[config.mk]
export PLATFORM = sky130hd
export DESIGN_NAME = payload_mismatch_monitor
export DESIGN_NICKNAME = d
export VERILOG_FILES = /design/src/rtl/payload_mismatch_monitor.sv
export SDC_FILE = /design/constraint.sdc
export NUM_CORES = 1
export LEC_CHECK = 0
export CAP_MARGIN = 20
export CELL_PAD_IN_SITES_DETAIL_PLACEMENT = 1
export CELL_PAD_IN_SITES_GLOBAL_PLACEMENT = 2
export CORE_MARGIN = 2
export CORE_UTILIZATION = 37
export CTS_CLUSTER_DIAMETER = 120
export DETAILED_ROUTE_END_ITERATION = 16
export PLACE_DENSITY = 0.92
export REMOVE_ABC_BUFFERS = 1
export SYNTH_ARGS = -nofsm -noshare
export SYNTH_HDL_FRONTEND = slang
export SYNTH_SLANG_ARGS = --single-unit
[constraint.sdc]
create_clock -name clk -period 3.9 [get_ports clk]
set_input_delay 0.78 -clock clk [delete_from_list [all_inputs] [get_ports clk]]
set_output_delay 0.78 -clock clk [all_outputs]
set_load 0.005 [all_outputs]
[src/rtl/payload_mismatch_monitor.sv]
// Runtime payload mismatch monitor.
// Compares a tapped functional output against the golden-model output on each
// valid monitoring cycle. Mismatches are counted in tumbling windows, and a
// sticky alarm is raised when one window reaches THRESH mismatches. The
// timestamp and difference pattern of the first mismatch are captured so they
// can be correlated with external logs.
module payload_mismatch_monitor #(
  parameter int WIDTH   = 1,
  parameter int WIN_LEN = 16,
  parameter int THRESH  = 3,
  parameter int CNT_W   = 8,
  parameter int TS_W    = 16
) (
  input  logic             clk,
  input  logic             rst,
  input  logic             en,
  input  logic             valid,
  input  logic [WIDTH-1:0] dut_out,
  input  logic [WIDTH-1:0] golden_out,
  input  logic             clear,
  output logic             alarm,
  output logic [CNT_W-1:0] mismatch_cnt,
  output logic [TS_W-1:0]  first_ts,
  output logic [WIDTH-1:0] first_diff,
  output logic             ts_valid,
  output logic [1:0]       state
);

  localparam int IDX_W = $clog2(WIN_LEN);
  localparam int WC_W  = $clog2(WIN_LEN + 1);

  typedef enum logic [1:0] {
    S_IDLE    = 2'b00,
    S_MONITOR = 2'b01,
    S_ALARM   = 2'b10
  } state_t;

  state_t           state_q, state_d;
  logic [TS_W-1:0]  timestamp;
  logic [IDX_W-1:0] win_idx;
  logic [WC_W-1:0]  win_cnt;

  logic [WIDTH-1:0] diff;
  logic             mis;
  logic             sample;
  logic             last_in_win;
  logic             trigger;
  logic [WC_W-1:0]  win_cnt_inc;

  // A sample is a valid cycle in MONITOR; clear in the same cycle drops it.
  assign diff        = dut_out ^ golden_out;
  assign mis         = |diff;
  assign sample      = (state_q == S_MONITOR) && valid && !clear;
  assign win_cnt_inc = win_cnt + WC_W'(mis);
  assign last_in_win = (win_idx == IDX_W'(WIN_LEN - 1));
  // The threshold check uses the count including this sample, even on the
  // last sample of a window, before the window counters roll over.
  assign trigger     = sample && mis && (win_cnt_inc >= WC_W'(THRESH));

  assign state = state_q;
  assign alarm = (state_q == S_ALARM);

  // State register.
  // NOTE: sequential state is written with non-blocking assignments so every
  // flop samples the pre-edge values regardless of block evaluation order.
  always_ff @(posedge clk or posedge rst) begin
    if (rst) state_q <= S_IDLE;
    else     state_q <= state_d;
  end

  // Next-state logic: clear overrides everything, ALARM is otherwise sticky.
  // NOTE: state_d gets a default before any branch so no path leaves it
  // unassigned, which would infer a latch.
  always_comb begin
    state_d = state_q;
    if (clear) begin
      state_d = en ? S_MONITOR : S_IDLE;
    end else begin
      case (state_q)
        S_IDLE:    if (en) state_d = S_MONITOR;
        S_MONITOR: begin
          if (trigger)  state_d = S_ALARM;
          else if (!en) state_d = S_IDLE;
        end
        S_ALARM:   state_d = S_ALARM;
        default:   state_d = S_IDLE;
      endcase
    end
  end

  // Free-running saturating timestamp, advancing only while enabled.
  always_ff @(posedge clk or posedge rst) begin
    if (rst)                             timestamp <= '0;
    else if (en && (timestamp != '1))    timestamp <= timestamp + TS_W'(1);
  end

  // Tumbling window position and per-window mismatch count.
  always_ff @(posedge clk or posedge rst) begin
    if (rst) begin
      win_idx <= '0;
      win_cnt <= '0;
    end else if (clear) begin
      win_idx <= '0;
      win_cnt <= '0;
    end else if (state_q == S_MONITOR) begin
      if (!en && !trigger) begin
        win_idx <= '0;
        win_cnt <= '0;
      end else if (sample) begin
        if (last_in_win) begin
          win_idx <= '0;
          win_cnt <= '0;
        end else begin
          win_idx <= win_idx + IDX_W'(1);
          win_cnt <= win_cnt_inc;
        end
      end
    end
  end

  // Total mismatch counter and first-mismatch capture.
  always_ff @(posedge clk or posedge rst) begin
    if (rst) begin
      mismatch_cnt <= '0;
      first_ts     <= '0;
      first_diff   <= '0;
      ts_valid     <= 1'b0;
    end else if (clear) begin
      mismatch_cnt <= '0;
      first_ts     <= '0;
      first_diff   <= '0;
      ts_valid     <= 1'b0;
    end else if (sample && mis) begin
      if (mismatch_cnt != '1) mismatch_cnt <= mismatch_cnt + CNT_W'(1);
      if (!ts_valid) begin
        first_ts   <= timestamp;
        first_diff <= diff;
        ts_valid   <= 1'b1;
      end
    end
  end

endmodule

======== Yosys cells after proc, flatten, opt, wreduce, memory -nomap -nowiden ========
Cells that the tools add are included.
cells by class
  bitwise operators ....................... 1
  $add $sub $neg .......................... 4
  reduce and logical (&&, ||, !) cells .... 18
  equal/unequal tests ..................... 8
  mux-type cells .......................... 27
  magnitude comparators ................... 1
operator list
  cell                     count
  $mux W16                 3
  $mux W5                  5
  $mux W8                  3
  $mux W4                  5
  $add A16 B1 Y16 const B  1
  $ne A16 B16 Y1 const B   1
  $add A8 B1 Y8 const B    1
  $mux W2                  4
  $ne A8 B8 Y1 const B     1
  $reduce_and A2 Y1        4
  $logic_and A1 B1 Y1      6
  $mux W1                  6
  $pmux W2 S3              1
  $reduce_bool A2 Y1       3
  $add A5 B1 Y5            1
  $ge A5 B2 Y1 const B     1
  $add A4 B1 Y4 const B    1
  $eq A4 B4 Y1 const B     1
  $ne A4 B4 Y1 const B     1
  $logic_not A1 Y1         3
  $ne A3 B3 Y1 const B     1
  $reduce_bool A3 Y1       1
  $eq A2 B1 Y1 const B     1
  $eq A2 B2 Y1 const B     1
  other kinds (3)          3
storage, ports and cells
  word-level logic and storage cells ...... 67
  bits in registers ....................... 53
  bits of input ports ..................... 7
  output and inout bits ................... 29

======== Logic depth before layout (Yosys ltp) ========
Gate-level depths: netlist of run 1.
  word-level depth ........................ 10
  mapped depth ............................ 8
  depth with buffers taken out ............ 8

======== Worst setup path after synthesis of run 1 ========
Ideal clock, no wire load.
  kind .................................... input-to-reg
  from .................................... input golden_out
  to ...................................... register win_cnt[0]
  slack ................................... 1361 ps
  library setup time ...................... 120 ps
  stages .................................. 8
  path buffers ............................ 0
  arrival ................................. 2419 ps
  path through ............................ xor2_2 -> ha_1 -> ha_1 -> nand3_1 -> a22oi_2 -> a41oi_4 -> and2_1 -> a31o_2
between the ends
  cells in the longest elaborated chain, start to end .. 9
  elaborated cells between the ends (all ways) .. 14
RTL lines
  item                  RTL line  source
  from (decl)           19        input logic [WIDTH-1:0] golden_out,
  $xor A1 B1 Y1 *       51        assign diff = dut_out ^ golden_out;
  $add A5 B1 Y5         54        assign win_cnt_inc = win_cnt + WC_W'(mis);
  $ge A5 B2 Y1          58        assign trigger = sample && mis && (win_cnt_inc >= WC_W'(THRESH));
  $logic_and A1 B1 Y1   58
  $logic_not A1 Y1      106       if (!en && !trigger) begin
  $logic_and A1 B1 Y1   106
  $mux W5               106
  $mux W5               105       end else if (state_q == S_MONITOR) begin
  $mux W5               102       end else if (clear) begin
  to (signal assigned)  115       win_cnt <= win_cnt_inc;
  to (decl)             41        logic [WC_W-1:0] win_cnt;
Mark *: on every way between the ends. The rest lies on a longest branch, timed or not. The select of a mux whose other input is x is not followed.
A chain may end at the register's enable or synchronous reset.

======== Final worst setup path of run 1 ========
  from .................................... input golden_out
  to ...................................... register win_cnt[1]
Same word-level chain as after synthesis.

==> flow_summary.json, run 1 <==
{
  "status": "completed",
  "wl_met3_um": 123,
  "p_leak_nw": 1.303,
  "io_buffers": 35,
  "holdCritStartpoint": "first_ts[9]$_DFFE_PP0P_",
  "crit_path_end_kind": "flop",
  "avgSynthCellArea_um2": 10.36,
  "ys_warn_count": 0,
  "cap_violations": 0,
  "cts_buffer_depth": 2,
  "ys_types": 44,
  "die_w_um": 88.01,
  "ctsHoldBuffers": 0,
  "routabilityCongestion": 0.7894,
  "ys_seq_area_frac": 0.5079,
  "h-tree-depth": 2,
  "drtAntennaViolNets": 0,
  "numCtsBuffers": 5,
  "post_synth_most_frequent_cells": "dfrtp_1 (53), nand2_1 (28), nand2b_1 (22)",
  "core-area_um2": 6794,
  "setup_viol": 0,
  "drive_gt1_frac": 0.09310,
  "async_flop_share": 1.000,
  "die-area_um2": 7746,
  "slowest_stage": "clkdlybuf4s50_1",
  "io_pins": 36,
  "yosysMostFrequentCell": "dfrtp_1",
  "syn_area_um2": 2611,
  "synth_flop_cell": "dfrtp_1",
  "yosys.area.top_type": "dfrtp_1",
  "grt_pass1_wl_um": 10300,
  "skew_ns": 0.006752,
  "fp.dieH_um": 88.01,
  "hold_viol_final": 0,
  "first_pass_iters": 6,
  "crit_fanout": 9,
  "slew_headroom": 0.5187,
  "cp_common_cell": "ha_1",
  "slew_violations": 0,
  "via_per_inst": 5.093,
  "synth_top_area_share": 0.5079,
  "grt_util_all_layers": 0.1693,
  "cp.required_ns": 4.11,
  "clockRootBuffer": "clkbuf_8",
  "crit_path_start_kind": "primary input",
  "post_cts_resized": 0,
  "syn_inst": 252,
  "routed_wl_um": 5816,
  "route.met2.wl_um": 2718,
  "row_count": 30,
  "holdPathStages": 2,
  "ff2ff_setup_slack_ns": 1.85,
  "wl_per_cell_um": 15.07,
  "dp_slack_ns": 0.6374,
  "period_needed_ns": 2.954,
  "fin_ws_ns": 0.9461,
  "hpwl_um": 4056,
  "grt_antenna_before_repair": 0,
  "power.density_nw_per_um2": 375.3,
  "synth-seq-cells": 53,
  "clkTransAtPathRegs_ns": 0.10,
  "cts.sink_count": 53,
  "route.vias.total": 1966,
  "nNetsFinal": 301,
  "synth-edff-count": 0,
  "grt_max_degree": 35,
  "reg2reg_to": "win_cnt[1]$_DFFE_PP0P_",
  "area_growth_pct": 20.60,
  "finalCoreUtilization": 0.4635,
  "ys_top_cells_by_area": "dfrtp_1 (51%), nand2b_1 (5.3%), nand2_1 (4.0%)",
  "rsz0062_at_grt": "no",
  "path_class": "primary input to flop",
  "hold_class": "flop to flop",
  "tritoncts": "yes",
  "clock_latency_ns": 0.31,
  "worstMarginPinSlew_ns": 0.7210,
  "timing.rr.start": "win_cnt[0]$_DFFE_PP0P_",
  "min_to": "first_ts[9]$_DFFE_PP0P_",
  "ir_drop_mv": 0.1488,
  "highest_layer": "met4",
  "initial_core_util": 0.3843,
  "drc_errors": 0,
  "max_stage_delay_ns": 0.51,
  "critPathArrivalTime_ns": 3.16,
  "drtIter0Drc": 73,
  "grt-ovfl-total": 0,
  "period_share": 0.7574,
  "grt_pass1_vias": 2097,
  "path_cells": "clkdlybuf4s50_1 -> xor2_2 -> ha_1 -> ha_1 -> nand3_1 -> a22oi_2 -> a41oi_4 -> and2_1 -> a31o_2",
  "max_freq_ghz": 0.3385,
  "post_cts_buffers": 0,
  "tns_ns": 0,
  "diodes": 0,
  "final_cells": 386,
  "dpl.cell_count": 378,
  "m1WireLength_um": 2871,
  "reg2reg_depth": 7
}
state kept, by name, summed over array words and instances (netlist names):
register / flops
first_diff: 1
first_ts: 16
mismatch_cnt: 8
state: 2
timestamp: 16
ts_valid: 1
win_cnt: 5
win_idx: 4
layout by cell type (no fill, tap or decap), types with 2 or more instances in the layout:
cell / n
a21oi_1: 7
a21oi_2: 3
a31o_2: 2
a31oi_1: 5
and2_1: 5
and3_1: 7
and4_1: 3
buf_4: 3
clkbuf_8: 5
clkdlybuf4s50_1: 35
clkinvlp_4: 2
dfrtp_1: 53
ha_1: 5
inv_1: 10
nand2_1: 28
nand2b_1: 22
nand3_1: 14
nand3b_1: 2
nand4_1: 6
nor2_1: 10
nor3b_1: 2
o21ai_0: 18
o21ai_1: 2
o22ai_1: 3
xnor2_1: 12
xor2_1: 6
metal layers:
layer,up-vias,global-route usage
met1,985,0.2321
li1,943,-
met3,6,0.02545
met2,32,0.2734
met5,-,0
met4,0,0.06198
cell families after synthesis:
kind of cell	count (synthesis)	share of synthesized area
buffers and inverters	19	0.03210
xor gates and xnor gates	19	0.06660
adders and majority gates	5	0.02396
muxes	2	0.008146
DFF	53	0.5079
AOI/OAI and AO/OA	50	0.1404
and+or+nand+nor	104	0.2209
critical path, delay by kind of cell:
kind                       cells  cell delay (ns)
AOI/OAI and AO/OA              3             0.75
xor gates and xnor gates       1             0.27
adders and majority gates      2             0.48
buffers and inverters          1             0.51
and+or+nand+nor                2             0.37
layout make-up:
class / count / area, µm²
Inverter: 11 / 41.29
Multi-Input combinational cell: 180 / 1201
Clock inverter: 2 / 15.01
Timing Repair Buffer: 38 / 372.9
Clock buffer: 6 / 72.57
Fill cell: 764 / 3645
Sequential cell: 53 / 1326
Tap cell: 96 / 120.1
through the flow:
| stage | hold slack [ns] | cell area [µm²] | total power, mW |
|---|---|---|---|
| global placement | 0.4629 | 3062 | 0.8678 |
| CTS | 0.4965 | 3149 | 1.200 |
| global route | 0.5156 | 3149 | 1.254 |
| detailed placement | 0.4763 | 3062 | 0.8800 |
| finish | 0.4902 | 3149 | 1.182 |
| floorplan | 0.4601 | 2569 | 0.7800 |
worst max-delay path by stage:
stage / start / to / slack (ns) / cells past startpoint
final: golden_out / win_cnt[1]$_DFFE_PP0P_ / 0.95 / 9
after global routing: golden_out / win_cnt[1]$_DFFE_PP0P_ / 0.74 / 9
after CTS: dut_out / win_cnt[1]$_DFFE_PP0P_ / 0.93 / 9
after detailed placement: golden_out / win_cnt[1]$_DFFE_PP0P_ / 0.64 / 9
after global placement: golden_out / win_cnt[1]$_DFFE_PP0P_ / 0.73 / 9
after floorplan: golden_out / win_cnt[0]$_DFFE_PP0P_ / 1.36 / 8
report_power, final:
| group | internal [mW] | leakage [nW] | switching [mW] |
|---|---|---|---|
| sequential | 0.605 | 0.716 | 0.0558 |
| clock | 0.127 | 0.0374 | 0.191 |
| combinational | 0.104 | 0.549 | 0.0992 |
No activity file was read; power rests on OpenSTA's default activity.
==> run 2, diff against run 1 <==
--- a/config.mk
+++ b/config.mk
@@ -9,10 +9,10 @@
 export CELL_PAD_IN_SITES_DETAIL_PLACEMENT = 1
 export CELL_PAD_IN_SITES_GLOBAL_PLACEMENT = 2
 export CORE_MARGIN = 2
-export CORE_UTILIZATION = 37
+export CORE_UTILIZATION = 31
 export CTS_CLUSTER_DIAMETER = 120
 export DETAILED_ROUTE_END_ITERATION = 16
-export PLACE_DENSITY = 0.92
+export PLACE_DENSITY = 0.83
 export REMOVE_ABC_BUFFERS = 1
 export SYNTH_ARGS = -nofsm -noshare
 export SYNTH_HDL_FRONTEND = slang
==> constraint.sdc (replaced) <==
create_clock -name clk -period 2.7 [get_ports clk]
set_input_delay 0.54 -clock clk [delete_from_list [all_inputs] [get_ports clk]]
set_output_delay 0.54 -clock clk [all_outputs]
set_load 0.005 [all_outputs]
==> run 2 against run 1 <==
Combinational power increased by 50%. Utilization fell by 6.0 points. Global-route usage shrank 2.9 points. Count of clock-buffer cells in the layout did not move. Wire length down 1.0%. Critical path depth increased by 1. Critical path type unchanged. Largest cell class unchanged. Largest power group unchanged.
==> flow_summary.json, run 2 (synthesized netlist as in run 1, its figures left out) <==
{
  "status": "completed",
  "clkTransAtPathRegs_ns": 0.10,
  "path_cells": "clkdlybuf4s50_1 -> xor2_2 -> ha_1 -> ha_1 -> nand3_1 -> a22oi_2 -> a41oi_4 -> buf_12 -> a22oi_1 -> o31ai_2",
  "initial_core_util": 0.3194,
  "setup_viol": 0,
  "routed_wl_um": 5758,
  "drive_gt1_frac": 0.1296,
  "dpl_cell_area_um2": 3181,
  "die-area_um2": 9174,
  "crit_fanout": 8,
  "h-tree-depth": 2,
  "numCtsBuffers": 5,
  "slew_headroom": 0.4822,
  "die_w_um": 95.78,
  "hold_viol_final": 0,
  "drtIter0Drc": 76,
  "via_per_inst": 4.978,
  "first_pass_iters": 4,
  "skew_ns": 0.006354,
  "power_mw": 1.824,
  "period_needed_ns": 2.442,
  "hpwl_um": 4131,
  "holdPathStages": 2,
  "worstMarginPinSlew_ns": 0.7755,
  "drc_errors": 0,
  "area_growth_pct": 26.40,
  "grt_pass1_wl_um": 10030,
  "top_regs": "first_ts x16, timestamp x16, mismatch_cnt x8",
  "cts.sink_count": 53,
  "ir_drop_mv": 0.3367,
  "grt-ovfl-total": 0,
  "grt_antenna_before_repair": 0,
  "cp_common_cell": "ha_1",
  "slowest_stage": "clkdlybuf4s50_1",
  "io_buffers": 35,
  "final_cells": 406,
  "tritoncts": "yes",
  "post_cts_resized": 0,
  "core-area_um2": 8175,
  "io_pins": 36,
  "fin_ws_ns": 0.2577,
  "final_cell_mix": "dfrtp_1 (53), clkdlybuf4s50_1 (35), nand2_1 (28)",
  "hold_class": "flop to flop",
  "routabilityCongestion": 0.7732,
  "diodes": 0,
  "rsz0062_at_grt": "no",
  "final_area_um2": 3301,
  "slew_violations": 0,
  "post_cts_buffers": 0,
  "grt_pass1_vias": 2131,
  "dp_slack_ns": -0.05877,
  "grt_util_all_layers": 0.1403,
  "nNetsFinal": 312,
  "path_class": "primary input to flop",
  "fp.dieH_um": 95.78,
  "crit_path_end_kind": "flop",
  "final_common_cell": "dfrtp_1",
  "crit_path_start_kind": "primary input",
  "row_count": 33,
  "cap_violations": 0,
  "dpl.cell_count": 398,
  "drtAntennaViolNets": 0,
  "cp.required_ns": 2.89,
  "max_stage_delay_ns": 0.50,
  "route.vias.total": 2021,
  "period_share": 0.9046,
  "reg2reg_depth": 8,
  "clockRootBuffer": "clkbuf_8",
  "p_leak_nw": 1.384,
  "max_freq_ghz": 0.4095,
  "cts_buffer_depth": 2,
  "power.density_nw_per_um2": 552.8,
  "critPathArrivalTime_ns": 2.63,
  "wl_per_cell_um": 14.18,
  "grt_max_degree": 38,
  "clock_latency_ns": 0.30,
  "ctsHoldBuffers": 0
}
[run 2: changes by cell type in the layout (fill, tap and decap cells not counted), sizes merged]
| cell | previous run | this run |
|---|---|---|
| clkinvlp | 2 | 1 |
| buf | 3 | 14 |
| bufinv | 0 | 1 |
[run 2: critical path, delay by kind of cell]
family,cells,cell delay [ns]
compound gates,4,0.69
xor+xnor,1,0.17
fa+ha+maj,2,0.42
buf+inv,2,0.67
simple gates,1,0.13
[run 2: path summary, 6_finish.rpt]
| path | from | slack [ns] | endpoint |
|---|---|---|---|
| setup / recovery | dut_out | 0.26 | win_idx[3]$_DFFE_PP0P_ |
| hold reg to reg | first_ts[14]$_DFFE_PP0P_ | 0.49 | first_ts[14]$_DFFE_PP0P_ |
| hold / removal | first_ts[14]$_DFFE_PP0P_ | 0.49 | first_ts[14]$_DFFE_PP0P_ |
| max in group asynchronous | rst | 1.34 | timestamp[10]$_DFFE_PP0P_ |
| setup reg to reg | win_cnt[0]$_DFFE_PP0P_ | 0.75 | win_idx[3]$_DFFE_PP0P_ |
| min in group asynchronous | rst | 0.70 | mismatch_cnt[1]$_DFFE_PP0P_ |
[run 2: layout make-up]
| cell class | count | area (µm²) |
|---|---|---|
| timing repair buffer | 49 | 480.5 |
| clock inverter | 2 | 37.54 |
| fill | 923 | 4875 |
| sequential | 53 | 1326 |
| tap | 105 | 131.4 |
| clock buffer | 6 | 82.58 |
| multi-input combinational | 180 | 1201 |
| inverter | 11 | 41.29 |
[run 2: metal layers]
layer  part of all wire  track usage
met5                  0            0
met2               0.48       0.2331
met1               0.49       0.1882
met4              0.013      0.04643
met3              0.024      0.02036
[run 2: metrics by stage]
stage / util / hold slack [ns] / TNS (ns)
finish: 0.4037 / 0.4908 / 0
global route: 0.4037 / 0.5283 / 0
CTS: 0.4037 / 0.5039 / 0
detailed placement: 0.3890 / 0.4815 / -0.2685
global placement: 0.3890 / 0.4644 / 0
floorplan: - / 0.4601 / 0
[run 2: power breakdown]
part	leakage, nW	switching [mW]	internal [mW]
Sequential	0.716	0.0819	0.875
Combinational	0.610	0.144	0.161
Clock	0.0574	0.261	0.302
Total	1.38	0.487	1.34
==> run 3, diff against run 2 <==
--- a/config.mk
+++ b/config.mk
@@ -8,9 +8,9 @@
 export CAP_MARGIN = 20
 export CELL_PAD_IN_SITES_DETAIL_PLACEMENT = 1
 export CELL_PAD_IN_SITES_GLOBAL_PLACEMENT = 2
+export CORE_ASPECT_RATIO = 0.7
 export CORE_MARGIN = 2
 export CORE_UTILIZATION = 31
-export CTS_CLUSTER_DIAMETER = 120
 export DETAILED_ROUTE_END_ITERATION = 16
 export PLACE_DENSITY = 0.83
 export REMOVE_ABC_BUFFERS = 1
==> run 3 against run 2 <==
Cell count decreased by 2.0%. Sequential share of layout area down 0.30 points. Flip-flop and latch count did not move. Worst setup slack got worse by 0.037 ns. Wire length grew 6.8%. Clock skew is 0.0027 ns higher. Largest cell class unchanged. Combinational power grew 2%. Die area increased by 0.12%. Register-to-register slack worse by 0.05 ns. Non-clock buffer count is 3 lower.
==> flow_summary.json, run 3 (synthesized netlist as in run 1, its figures left out) <==
{
  "ir_drop_mv": 0.2638,
  "dp_slack_ns": -0.09909,
  "hpwl_um": 4359,
  "top_regs": "first_ts x16, timestamp x16, mismatch_cnt x8",
  "via_per_inst": 4.937,
  "p_leak_nw": 1.397,
  "initial_core_util": 0.3261,
  "drtIter0Drc": 65,
  "hold_viol_final": 0,
  "ctsHoldBuffers": 0,
  "grt_antenna_before_repair": 0,
  "drive_gt1_frac": 0.1178,
  "reg2reg_depth": 8,
  "grt_util_all_layers": 0.1481,
  "holdCritStartpoint": "first_ts[11]$_DFFE_PP0P_",
  "grt_max_degree": 54,
  "period_share": 0.9184,
  "path_class": "primary input to flop",
  "clockPowerShare": 0.354,
  "hold_class": "flop to flop",
  "cap_violations": 0,
  "holdPathStages": 2,
  "first_pass_iters": 4,
  "route.vias.total": 1965,
  "die-area_um2": 9185,
  "wl_per_cell_um": 15.44,
  "slowest_stage": "clkdlybuf4s50_1",
  "status": "completed",
  "slew_headroom": 0.7229,
  "worstMarginPinSlew_ns": 0.4156,
  "path_buf_inv": 2,
  "slew_violations": 0,
  "final_cells": 398,
  "clkTransAtPathRegs_ns": 0.07,
  "post_cts_resized": 0,
  "h-tree-depth": 2,
  "crit_path_end_kind": "flop",
  "numCtsBuffers": 5,
  "area_growth_pct": 27.36,
  "max_stage_delay_ns": 0.51,
  "grt_pass1_vias": 2065,
  "reg2reg_to": "win_cnt[4]$_DFFE_PP0P_",
  "post_cts_buffers": 0,
  "row_count": 27,
  "fill_cells": 893,
  "cp_top_family": "compound AO/OA/AOI/OAI gates",
  "cts_buffer_depth": 2,
  "min_to": "first_ts[11]$_DFFE_PP0P_",
  "final_common_cell": "dfrtp_1",
  "power.density_nw_per_um2": 594.9,
  "final_area_um2": 3326,
  "whs_ns": 0.4837,
  "crit_path_start_kind": "primary input",
  "io_buffers": 35,
  "cp.required_ns": 2.87,
  "cp_common_cell": "ha_1",
  "fin_ws_ns": 0.2203,
  "critPathArrivalTime_ns": 2.65,
  "grt-ovfl-total": 0,
  "path_cells": "clkdlybuf4s50_1 -> xor2_2 -> ha_1 -> ha_1 -> nand3_1 -> a22oi_2 -> a41oi_4 -> buf_12 -> a31oi_1 -> o22ai_1",
  "grt_pass1_wl_um": 10680,
  "ff2ff_setup_slack_ns": 0.70,
  "routed_wl_um": 6147,
  "tns_ns": 0,
  "dpl.cell_count": 391,
  "finalCoreUtilization": 0.4154,
  "p_sw_mw": 0.5097,
  "dpl_cell_area_um2": 3166,
  "core-area_um2": 8006,
  "die_w_um": 113.7,
  "clockRootBuffer": "clkbuf_16",
  "io_pins": 36,
  "max_freq_ghz": 0.4033,
  "p_comb_frac": 0.158,
  "period_needed_ns": 2.480,
  "crit_fanout": 8,
  "switching_share": 0.2576,
  "power_mw": 1.978,
  "nNetsFinal": 309,
  "timing.rr.start": "win_cnt[0]$_DFFE_PP0P_",
  "setup_viol": 0,
  "clock_latency_ns": 0.29,
  "diodes": 0,
  "power_frac_seq": 0.488,
  "fp.dieH_um": 80.79,
  "tritoncts": "yes",
  "routabilityCongestion": 0.8117,
  "drc_errors": 0,
  "cts.sink_count": 53,
  "drtAntennaViolNets": 0,
  "p_int_mw": 1.469,
  "cp-startpoint": "dut_out",
  "regArea_um2": 1326,
  "multi_input_area_um2": 1201,
  "skew_ns": 0.009017,
  "rsz0062_at_grt": "no",
  "final_cell_mix": "dfrtp_1 (53), clkdlybuf4s50_1 (35), nand2_1 (28)"
}
## run 3: how the worst max path moves through the flow
stage	end	cells after the start
final	win_cnt[4]$_DFFE_PP0P_	10
after CTS	win_cnt[4]$_DFFE_PP0P_	10
after global routing	win_cnt[3]$_DFFE_PP0P_	10
after detailed placement	win_cnt[4]$_DFFE_PP0P_	10
after floorplan	win_cnt[0]$_DFFE_PP0P_	8
after global placement	win_idx[3]$_DFFE_PP0P_	10
## run 3: worst min-delay path, delay by kind of cell, from the launching register on
family             cells  cell delay, ns
DFF                    1            0.34
AOI/OAI and AO/OA      1            0.06
and+or+nand+nor        1            0.05
## run 3: layout make-up
type / count / area share
well taps: 101 / 0.03800
inverters: 11 / 0.01242
flip-flops and latches: 53 / 0.3988
repair buffers: 46 / 0.1415
multi-input cells: 180 / 0.3612
clock buffers: 5 / 0.03762
clock inverters: 2 / 0.01053
## run 3: power by group through the flow
stage               clock network [mW]  registers [mW]  logic (mW)
finish                           0.700           0.966       0.312
global route                     0.765           0.981       0.356
CTS                              0.727           0.969       0.320
detailed placement                   0           0.981       0.317
global placement                     0           0.976       0.303
floorplan                            0           0.957       0.170
## run 3: layer usage
layer | wire length, µm | GRT usage
met5 | 0 | 0
met4 | 34 | 0.02927
met3 | 245 | 0.03657
met2 | 2658 | 0.2240
met1 | 3208 | 0.2171
